[config.mk]
export PLATFORM = sky130hd
export DESIGN_NAME = ps2_key_ctrl_flat
export DESIGN_NICKNAME = d
export VERILOG_FILES = /design/src/rtl/ps2_key_ctrl_if.sv /design/src/rtl/ps2_key_ctrl.sv /design/src/flat_wrapper.sv
export SDC_FILE = /design/constraint.sdc
export NUM_CORES = 1
export LEC_CHECK = 0
export ABC_AREA = 1
export ABC_CLOCK_PERIOD_IN_PS = 2600
export BUFFER_PORTS_ARGS = -buffer_cell sky130_fd_sc_hd__buf_4
export CORE_AREA = 4 4 88 69
export DETAILED_ROUTE_END_ITERATION = 16
export DIE_AREA = 0 0 92 73
export PLACE_DENSITY = 0.72
export SLEW_MARGIN = 20
export SYNTH_ARGS = -nofsm -noshare
export SYNTH_HDL_FRONTEND = slang
export SYNTH_SLANG_ARGS = --single-unit
export TNS_END_PERCENT = 50
[constraint.sdc]
create_clock -name clk -period 2.6 [get_ports clk]
set_clock_uncertainty 0.2 [all_clocks]
set_input_delay 0 -clock clk [delete_from_list [all_inputs] [get_ports clk]]
set_output_delay 0 -clock clk [all_outputs]
set_load 0.03 [all_outputs]
[src/rtl/ps2_key_ctrl_if.sv]
// Bus between the PS/2 key controller, its byte source and its letter consumer.
// Handshake: a letter transfers on any cycle where letter_valid && letter_ready; letter/letter_valid hold until then.
interface ps2_key_ctrl_if #(
    parameter int DEPTH = 4
);
    localparam int CW = $clog2(DEPTH) + 1;

    logic          key_rdy;
    logic [7:0]    key_out;
    logic          letter_valid;
    logic [4:0]    letter;
    logic          letter_ready;
    logic          esc_pulse;
    logic          overflow;
    logic [CW-1:0] fifo_count;
    logic [1:0]    dbg_state;

    modport master (
        output key_rdy, key_out, letter_ready,
        input  letter_valid, letter, esc_pulse, overflow, fifo_count, dbg_state
    );

    modport slave (
        input  key_rdy, key_out, letter_ready,
        output letter_valid, letter, esc_pulse, overflow, fifo_count, dbg_state
    );
endinterface

[src/rtl/ps2_key_ctrl.sv]
// PS/2 set-2 scan-code decoder: prefix FSM, typematic filter, letter FIFO and Escape flush.
module ps2_key_ctrl #(
    parameter int DEPTH     = 4,
    parameter bit REPEAT_EN = 1'b0
) (
    input  logic           clk,
    input  logic           rst_l,
    ps2_key_ctrl_if.slave  bus
);
    localparam int AW = $clog2(DEPTH);
    localparam int CW = AW + 1;

    typedef enum logic [1:0] {S_IDLE, S_BRK, S_EXT, S_EXT_BRK} state_t;

    state_t        r_state;
    logic [7:0]    r_held;
    logic [4:0]    r_mem [DEPTH];
    logic [AW-1:0] r_wptr;
    logic [AW-1:0] r_rptr;
    logic [CW-1:0] r_count;
    logic          r_esc;
    logic          r_ovf;

    logic [5:0]    w_map;
    logic          w_ctrl;
    logic          w_idle_make;
    logic          w_push_req;
    logic          w_esc;
    logic          w_pop;
    logic          w_full;
    logic          w_push;
    logic          w_ovf;

    // Returns {hit, letter index} for a set-2 make code.
    function automatic logic [5:0] f_letter(input logic [7:0] code);
        case (code)
            8'h1C: return {1'b1, 5'd0};   8'h32: return {1'b1, 5'd1};
            8'h21: return {1'b1, 5'd2};   8'h23: return {1'b1, 5'd3};
            8'h24: return {1'b1, 5'd4};   8'h2B: return {1'b1, 5'd5};
            8'h34: return {1'b1, 5'd6};   8'h33: return {1'b1, 5'd7};
            8'h43: return {1'b1, 5'd8};   8'h3B: return {1'b1, 5'd9};
            8'h42: return {1'b1, 5'd10};  8'h4B: return {1'b1, 5'd11};
            8'h3A: return {1'b1, 5'd12};  8'h31: return {1'b1, 5'd13};
            8'h44: return {1'b1, 5'd14};  8'h4D: return {1'b1, 5'd15};
            8'h15: return {1'b1, 5'd16};  8'h2D: return {1'b1, 5'd17};
            8'h1B: return {1'b1, 5'd18};  8'h2C: return {1'b1, 5'd19};
            8'h3C: return {1'b1, 5'd20};  8'h2A: return {1'b1, 5'd21};
            8'h1D: return {1'b1, 5'd22};  8'h22: return {1'b1, 5'd23};
            8'h35: return {1'b1, 5'd24};  8'h1A: return {1'b1, 5'd25};
            default: return 6'd0;
        endcase
    endfunction

    always_comb begin
        w_map       = f_letter(bus.key_out);
        w_ctrl      = bus.key_rdy && (bus.key_out inside {8'hAA, 8'hFA, 8'hFE, 8'hEE, 8'h00, 8'hFF, 8'hE1});
        w_idle_make = bus.key_rdy && (r_state == S_IDLE) && !w_ctrl
                      && (bus.key_out != 8'hF0) && (bus.key_out != 8'hE0);
        w_push_req  = w_idle_make && w_map[5] && (REPEAT_EN || (bus.key_out != r_held));
        w_esc       = w_idle_make && (bus.key_out == 8'h76);
        w_pop       = (r_count != '0) && bus.letter_ready;
        w_full      = (r_count == CW'(DEPTH));
        // A full FIFO still accepts a push when the head leaves in the same cycle.
        w_push      = w_push_req && (!w_full || w_pop);
        w_ovf       = w_push_req && w_full && !w_pop;
    end

    always_ff @(posedge clk) begin
        if (!rst_l) begin
            r_state <= S_IDLE;
            r_held  <= '0;
            r_wptr  <= '0;
            r_rptr  <= '0;
            r_count <= '0;
            r_esc   <= 1'b0;
            r_ovf   <= 1'b0;
            for (int i = 0; i < DEPTH; i++) r_mem[i] <= '0;
        end else begin
            r_esc <= w_esc;
            r_ovf <= w_ovf;

            if (bus.key_rdy) begin
                if (w_ctrl) begin
                    r_state <= S_IDLE;
                    r_held  <= '0;
                end else begin
                    case (r_state)
                        S_IDLE: begin
                            if (bus.key_out == 8'hF0)      r_state <= S_BRK;
                            else if (bus.key_out == 8'hE0) r_state <= S_EXT;
                            else                           r_held  <= bus.key_out;
                        end
                        S_BRK: begin
                            if (bus.key_out == r_held) r_held <= '0;
                            r_state <= S_IDLE;
                        end
                        S_EXT:   r_state <= (bus.key_out == 8'hF0) ? S_EXT_BRK : S_IDLE;
                        default: r_state <= S_IDLE;
                    endcase
                end
            end

            // Escape flush overrides any pop in the same cycle; it never coincides with a push.
            if (w_esc) begin
                r_wptr  <= '0;
                r_rptr  <= '0;
                r_count <= '0;
            end else begin
                if (w_push) begin
                    r_mem[r_wptr] <= w_map[4:0];
                    r_wptr        <= r_wptr + 1'b1;
                end
                if (w_pop) r_rptr <= r_rptr + 1'b1;
                case ({w_push, w_pop})
                    2'b10:   r_count <= r_count + 1'b1;
                    2'b01:   r_count <= r_count - 1'b1;
                    default: r_count <= r_count;
                endcase
            end
        end
    end

    assign bus.letter_valid = (r_count != '0);
    assign bus.letter       = r_mem[r_rptr];
    assign bus.esc_pulse    = r_esc;
    assign bus.overflow     = r_ovf;
    assign bus.fifo_count   = r_count;
    assign bus.dbg_state    = r_state;
endmodule

[src/flat_wrapper.sv]
// flat-port wrapper written by rule: the top's interface ports become plain ports
module ps2_key_ctrl_flat 
#(
    parameter int DEPTH     = 4,
    parameter bit REPEAT_EN = 1'b0
)
  (clk, rst_l, bus_key_rdy, bus_key_out, bus_letter_ready, bus_letter_valid, bus_letter, bus_esc_pulse, bus_overflow, bus_fifo_count, bus_dbg_state);
  ps2_key_ctrl_if #(.DEPTH(DEPTH)) bus_i ();
  input  logic clk;
  input  logic rst_l;
  input wire logic [$bits(bus_i.key_rdy)-1:0] bus_key_rdy;
  input wire logic [$bits(bus_i.key_out)-1:0] bus_key_out;
  input wire logic [$bits(bus_i.letter_ready)-1:0] bus_letter_ready;
  output wire logic [$bits(bus_i.letter_valid)-1:0] bus_letter_valid;
  output wire logic [$bits(bus_i.letter)-1:0] bus_letter;
  output wire logic [$bits(bus_i.esc_pulse)-1:0] bus_esc_pulse;
  output wire logic [$bits(bus_i.overflow)-1:0] bus_overflow;
  output wire logic [$bits(bus_i.fifo_count)-1:0] bus_fifo_count;
  output wire logic [$bits(bus_i.dbg_state)-1:0] bus_dbg_state;
  assign bus_i.key_rdy = bus_key_rdy;
  assign bus_i.key_out = bus_key_out;
  assign bus_i.letter_ready = bus_letter_ready;
  assign bus_letter_valid = bus_i.letter_valid;
  assign bus_letter = bus_i.letter;
  assign bus_esc_pulse = bus_i.esc_pulse;
  assign bus_overflow = bus_i.overflow;
  assign bus_fifo_count = bus_i.fifo_count;
  assign bus_dbg_state = bus_i.dbg_state;
  ps2_key_ctrl #(.DEPTH(DEPTH), .REPEAT_EN(REPEAT_EN)) u_core (.clk(clk), .rst_l(rst_l), .bus(bus_i));
endmodule
==> Implementation_results.wiki <==
{| class="wikitable"
! Metric !! Value
|-
| Result of the run || finished clean
|-
| Root Buffer Master || sky130_fd_sc_hd__clkbuf_8
|-
| Antenna violations before repair || 0
|-
| Most used DFF post-synth || sky130_fd_sc_hd__dfxtp_1
|-
| IO buf count || 24
|-
| CTS max path bufs || 2
|-
| Total of fill cells in the finished design || about 520
|-
| Die height || 73 um
|-
| Detail-routed net length per standard cell || 12.8 um
|-
| Number of register bits inferred by synthesis || about 40
|-
| Unrepaired setup endpoints after global routing || true
|-
| Top cells by area in the synthesized netlist || sky130_fd_sc_hd__edfxtp_1 22%, sky130_fd_sc_hd__dfxtp_1 16%, sky130_fd_sc_hd__nand2_1 12%
|-
| Worst voltage drop across the vdd grid || ~370 uV
|-
| Number of flops mapped to enable cells by yosys || 20
|-
| Library cell occupying the most area in the post-synthesis netlist || sky130_fd_sc_hd__edfxtp_1
|-
| DRC errors left || 0
|-
| Initial core utilization || 0.511
|-
| Worst hold slack across all endpoints || a little under 0.02 ns
|-
| Worst setup slack for register-to-register paths || 0.14 ns
|-
| Reg2reg path depth || 7
|-
| Fraction of final layout cells with drive strength greater than 1 || 0.187
|-
| Number of max-slew violations in the final report || 0
|-
| Fin worst setup slack || ~0.12 ns
|-
| Synthesized netlist cell count || 371
|-
| Summed instance area of the synthesized netlist || ~2700 sq um
|-
| Deepest level of the CTS H-tree || 2
|-
| Instance area at placement || roughly 2900 sq um
|-
| Crit share post-route || 0.955
|-
| GP Congestion || roughly 0.94
|-
| Fraction of synthesis flops using an asynchronous set or reset pin || 0
|-
| Number of CTS-inserted buffers || 5
|-
| Vias || about 2.5k
|-
| Global router's overall resource usage || 0.199
|-
| Core area || 5240 sq um
|-
| Sinks on the clock net || a little over 40
|-
| Area fraction of the dominant cell type after synthesis || 0.224
|-
| Required time worst endpoint || roughly 2.6 ns
|-
| Final core occ || 0.598
|-
| Syn-to-layout area delta || 17.0%
|-
| Data arrival, critical path || approximately 2.5 ns
|-
| Vias in the first global route || approximately 2.4k
|-
| Fin area || between 3000 and 4000 sq um
|-
| Number of placed instances with taps included || around 470
|-
| Pin count of the biggest net entering global routing || 17
|-
| Global-route wire length before repair || 10.7 mm
|-
| Routed Wire Length || between 6 and 7 mm
|-
| Most frequent cell after synthesis || sky130_fd_sc_hd__nand2_1
|-
| Post-layout min period || about 2.5 ns
|-
| Count of yosys warnings during synthesis || 0
|-
| Maximum clock frequency || 403 MHz
|-
| Depth of the worst hold-timing path || 5
|-
| Startpoint-to-endpoint class of the critical path || in -> reg
|-
| Clock latency at the later pin of the worst-skew pair || about 0.30 ns
|-
| Worst Hold Path EP || u_core.bus.dbg_state[1]
|-
| Launch instance of the worst min-delay path || bus_key_out[4]
|-
| Highest net fanout along the worst path || 13
|-
| Hold violation total from the final report || 0
|-
| Net count reported at finish || 421
|-
| Overall die area || between 6000 and 7000 sq um
|-
| Setup Slack @ Placement || 0.113 ns
|-
| Register clock-pin slew on the reported worst setup and hold paths || ~0.080 ns
|-
| Net count of the mapped netlist || 386
|-
| Tightest Pin Transition || around 0.66 ns
|-
| Fin cells || 482
|-
| X dimension of the die || 92 um
|-
| Critical path capture point type || flip-flop
|-
| Avg Cell Area, Syn || roughly 7.2 sq um
|-
| First-iteration detailed-routing DRC count || about 180
|-
| CTS tree || done
|-
| Startpoint of the worst register-to-register path || u_core.bus.dbg_state[0]
|-
| Vias per cell || approximately 5.2
|-
| Post-detail-place hpwl || between 4 and 5 mm
|-
| I/O pin count || 25
|-
| Slew Limit Headroom || 0.555
|-
| Final global-route overflow total || 0
|-
| Remaining antenna violation count after routing || 0
|-
| Critical Path Start Type || input pin
|-
| Most frequent cells after synthesis || 84 x sky130_fd_sc_hd__nand2_1, 65 x sky130_fd_sc_hd__nor2_1, 37 x sky130_fd_sc_hd__inv_1
|-
| Worst hold-check path type || in -> reg
|-
| Final setup violation count || 0
|-
| Drt pass-1 iters || 5
|-
| Number of max-cap violations || 0
|-
| Sequential share of the synthesized area || 0.381
|-
| Number of distinct standard cells referenced by the synthesized netlist || 40
|-
| Worst reg2reg path endpoint || u_core.bus.dbg_state[0]
|-
| Antenna Diode Count || 0
|-
| Standard-cell row count || 23
|-
| Leakage || 0.00136 uW
|-
| Power density over the cells || ~560 nW/um^2
|}
-- sequential cells by signal, indices dropped and copies added (netlist names), named ones only --
name,flops
u_core.r_held,8
u_core.bus.overflow,1
u_core.bus.dbg_state,2
u_core.r_rptr,2
u_core.r_mem,20
u_core.r_wptr,2
u_core.bus.fifo_count,3
u_core.bus.esc_pulse,1
-- worst max-delay path by stage --
stage	start	end	slack, ns
after floorplan	u_core.bus.fifo_count[0]	u_core.bus.fifo_count[2]	0.07
after global placement	bus_key_out[3]	u_core.bus.fifo_count[2]	0.17
after detailed placement	bus_key_out[3]	u_core.bus.fifo_count[2]	0.11
after CTS	u_core.r_held[0]	u_core.bus.fifo_count[2]	0.17
after global routing	bus_key_out[3]	u_core.bus.dbg_state[0]	-0.03
final	bus_key_out[3]	u_core.bus.dbg_state[0]	0.12
-- per-layer routing --
layer | vias to the layer above | GRT usage | wire length [um]
li1 | 1281 | - | -
met1 | 1145 | 0.279 | 3120
met2 | 63 | 0.323 | 2680
met3 | 9 | 0.0320 | 305
met4 | 0 | 0.0511 | 54
met5 | - | 0 | 0
-- worst max-delay path, cell delays in order --
cell and delay, ns:
sky130_fd_sc_hd__buf_4 0.15, sky130_fd_sc_hd__inv_1 0.30, sky130_fd_sc_hd__nor3_2 0.11, sky130_fd_sc_hd__nand2_1 0.09, sky130_fd_sc_hd__nand2_1 0.09, sky130_fd_sc_hd__nor2_4 0.15
sky130_fd_sc_hd__inv_1 0.05, sky130_fd_sc_hd__nand2_1 0.10, sky130_fd_sc_hd__nand3_1 0.10, sky130_fd_sc_hd__nand3_1 0.11, sky130_fd_sc_hd__nand2_1 0.05, sky130_fd_sc_hd__dlygate4sd3_1 0.56
sky130_fd_sc_hd__nor2_1 0.09, sky130_fd_sc_hd__dlygate4sd3_1 0.56
-- where the power goes --
part / internal [uW] / switching, uW
combinational: 176 / 316
clock: 287 / 232
sequential: 718 / 36.6
total: 1180 / 585
-- metrics by stage --
stage / setup TNS (ns) / total power [uW]
floorplan: 0 / 1100
global placement: 0 / 1240
detailed placement: 0 / 1240
CTS: 0 / 1770
global route: -0.0480 / 1870
finish: 0 / 1770
-- cell families (layout without fill, tap and decap cells) --
family / count (synthesis) / count (layout) / synth area share
XOR/XNOR: 6 / 6 / 0.0196
buffers and inverters: 57 / 93 / 0.0958
AND/OR/NAND/NOR: 204 / 204 / 0.366
flip-flops: 41 / 41 / 0.381
AO/OA/AOI/OAI: 60 / 60 / 0.121
adder cells (fa/ha/maj): 3 / 3 / 0.0168
-- area by class of cell --
cell class              count  area, sq um  area share
inverters                  46          176      0.0564
clock buffers               5         68.8      0.0220
clock inverters             3         46.3      0.0148
well taps                  75         93.8      0.0300
repair buffers             39          313      0.0999
flip-flops and latches     41         1020       0.327
multi-input cells         273         1410       0.450
-- repair_timing --
| action | CTS | global route |
|---|---|---|
| buffers inserted | 0 | 0 |
| hold buffers | 8 | 0 |
| endpoints found under the setup margin | 0 | 3 |
| hold endpoints to repair | 13 | 0 |
| gates resized for setup | 0 | 6 |
-- cell usage in the layout, fill, tap and decap left out, types with 2 or more instances in the layout --
cell | netlist | routed
sky130_fd_sc_hd__a21oi_1 | 14 | 13
sky130_fd_sc_hd__and3_1 | 2 | 2
sky130_fd_sc_hd__buf_4 | 2 | 31
sky130_fd_sc_hd__clkbuf_8 | 0 | 5
sky130_fd_sc_hd__dfxtp_1 | 21 | 20
sky130_fd_sc_hd__dlygate4sd3_1 | 0 | 8
sky130_fd_sc_hd__edfxtp_1 | 20 | 20
sky130_fd_sc_hd__ha_1 | 2 | 2
sky130_fd_sc_hd__inv_1 | 37 | 36
sky130_fd_sc_hd__inv_2 | 6 | 7
sky130_fd_sc_hd__nand2_1 | 84 | 83
sky130_fd_sc_hd__nand2_2 | 3 | 4
sky130_fd_sc_hd__nand3_1 | 20 | 20
sky130_fd_sc_hd__nand3_2 | 4 | 4
sky130_fd_sc_hd__nand4_4 | 2 | 2
sky130_fd_sc_hd__nor2_1 | 65 | 64
sky130_fd_sc_hd__nor2_2 | 1 | 2
sky130_fd_sc_hd__nor2_4 | 5 | 5
sky130_fd_sc_hd__nor3_1 | 7 | 7
sky130_fd_sc_hd__nor3_2 | 6 | 6
sky130_fd_sc_hd__o21ai_0 | 35 | 34
sky130_fd_sc_hd__o21ai_1 | 1 | 2
sky130_fd_sc_hd__o22ai_1 | 5 | 5
sky130_fd_sc_hd__xnor2_1 | 4 | 4
sky130_fd_sc_hd__xor2_1 | 2 | 2
Note: power is estimated with default switching activity, not from simulation.
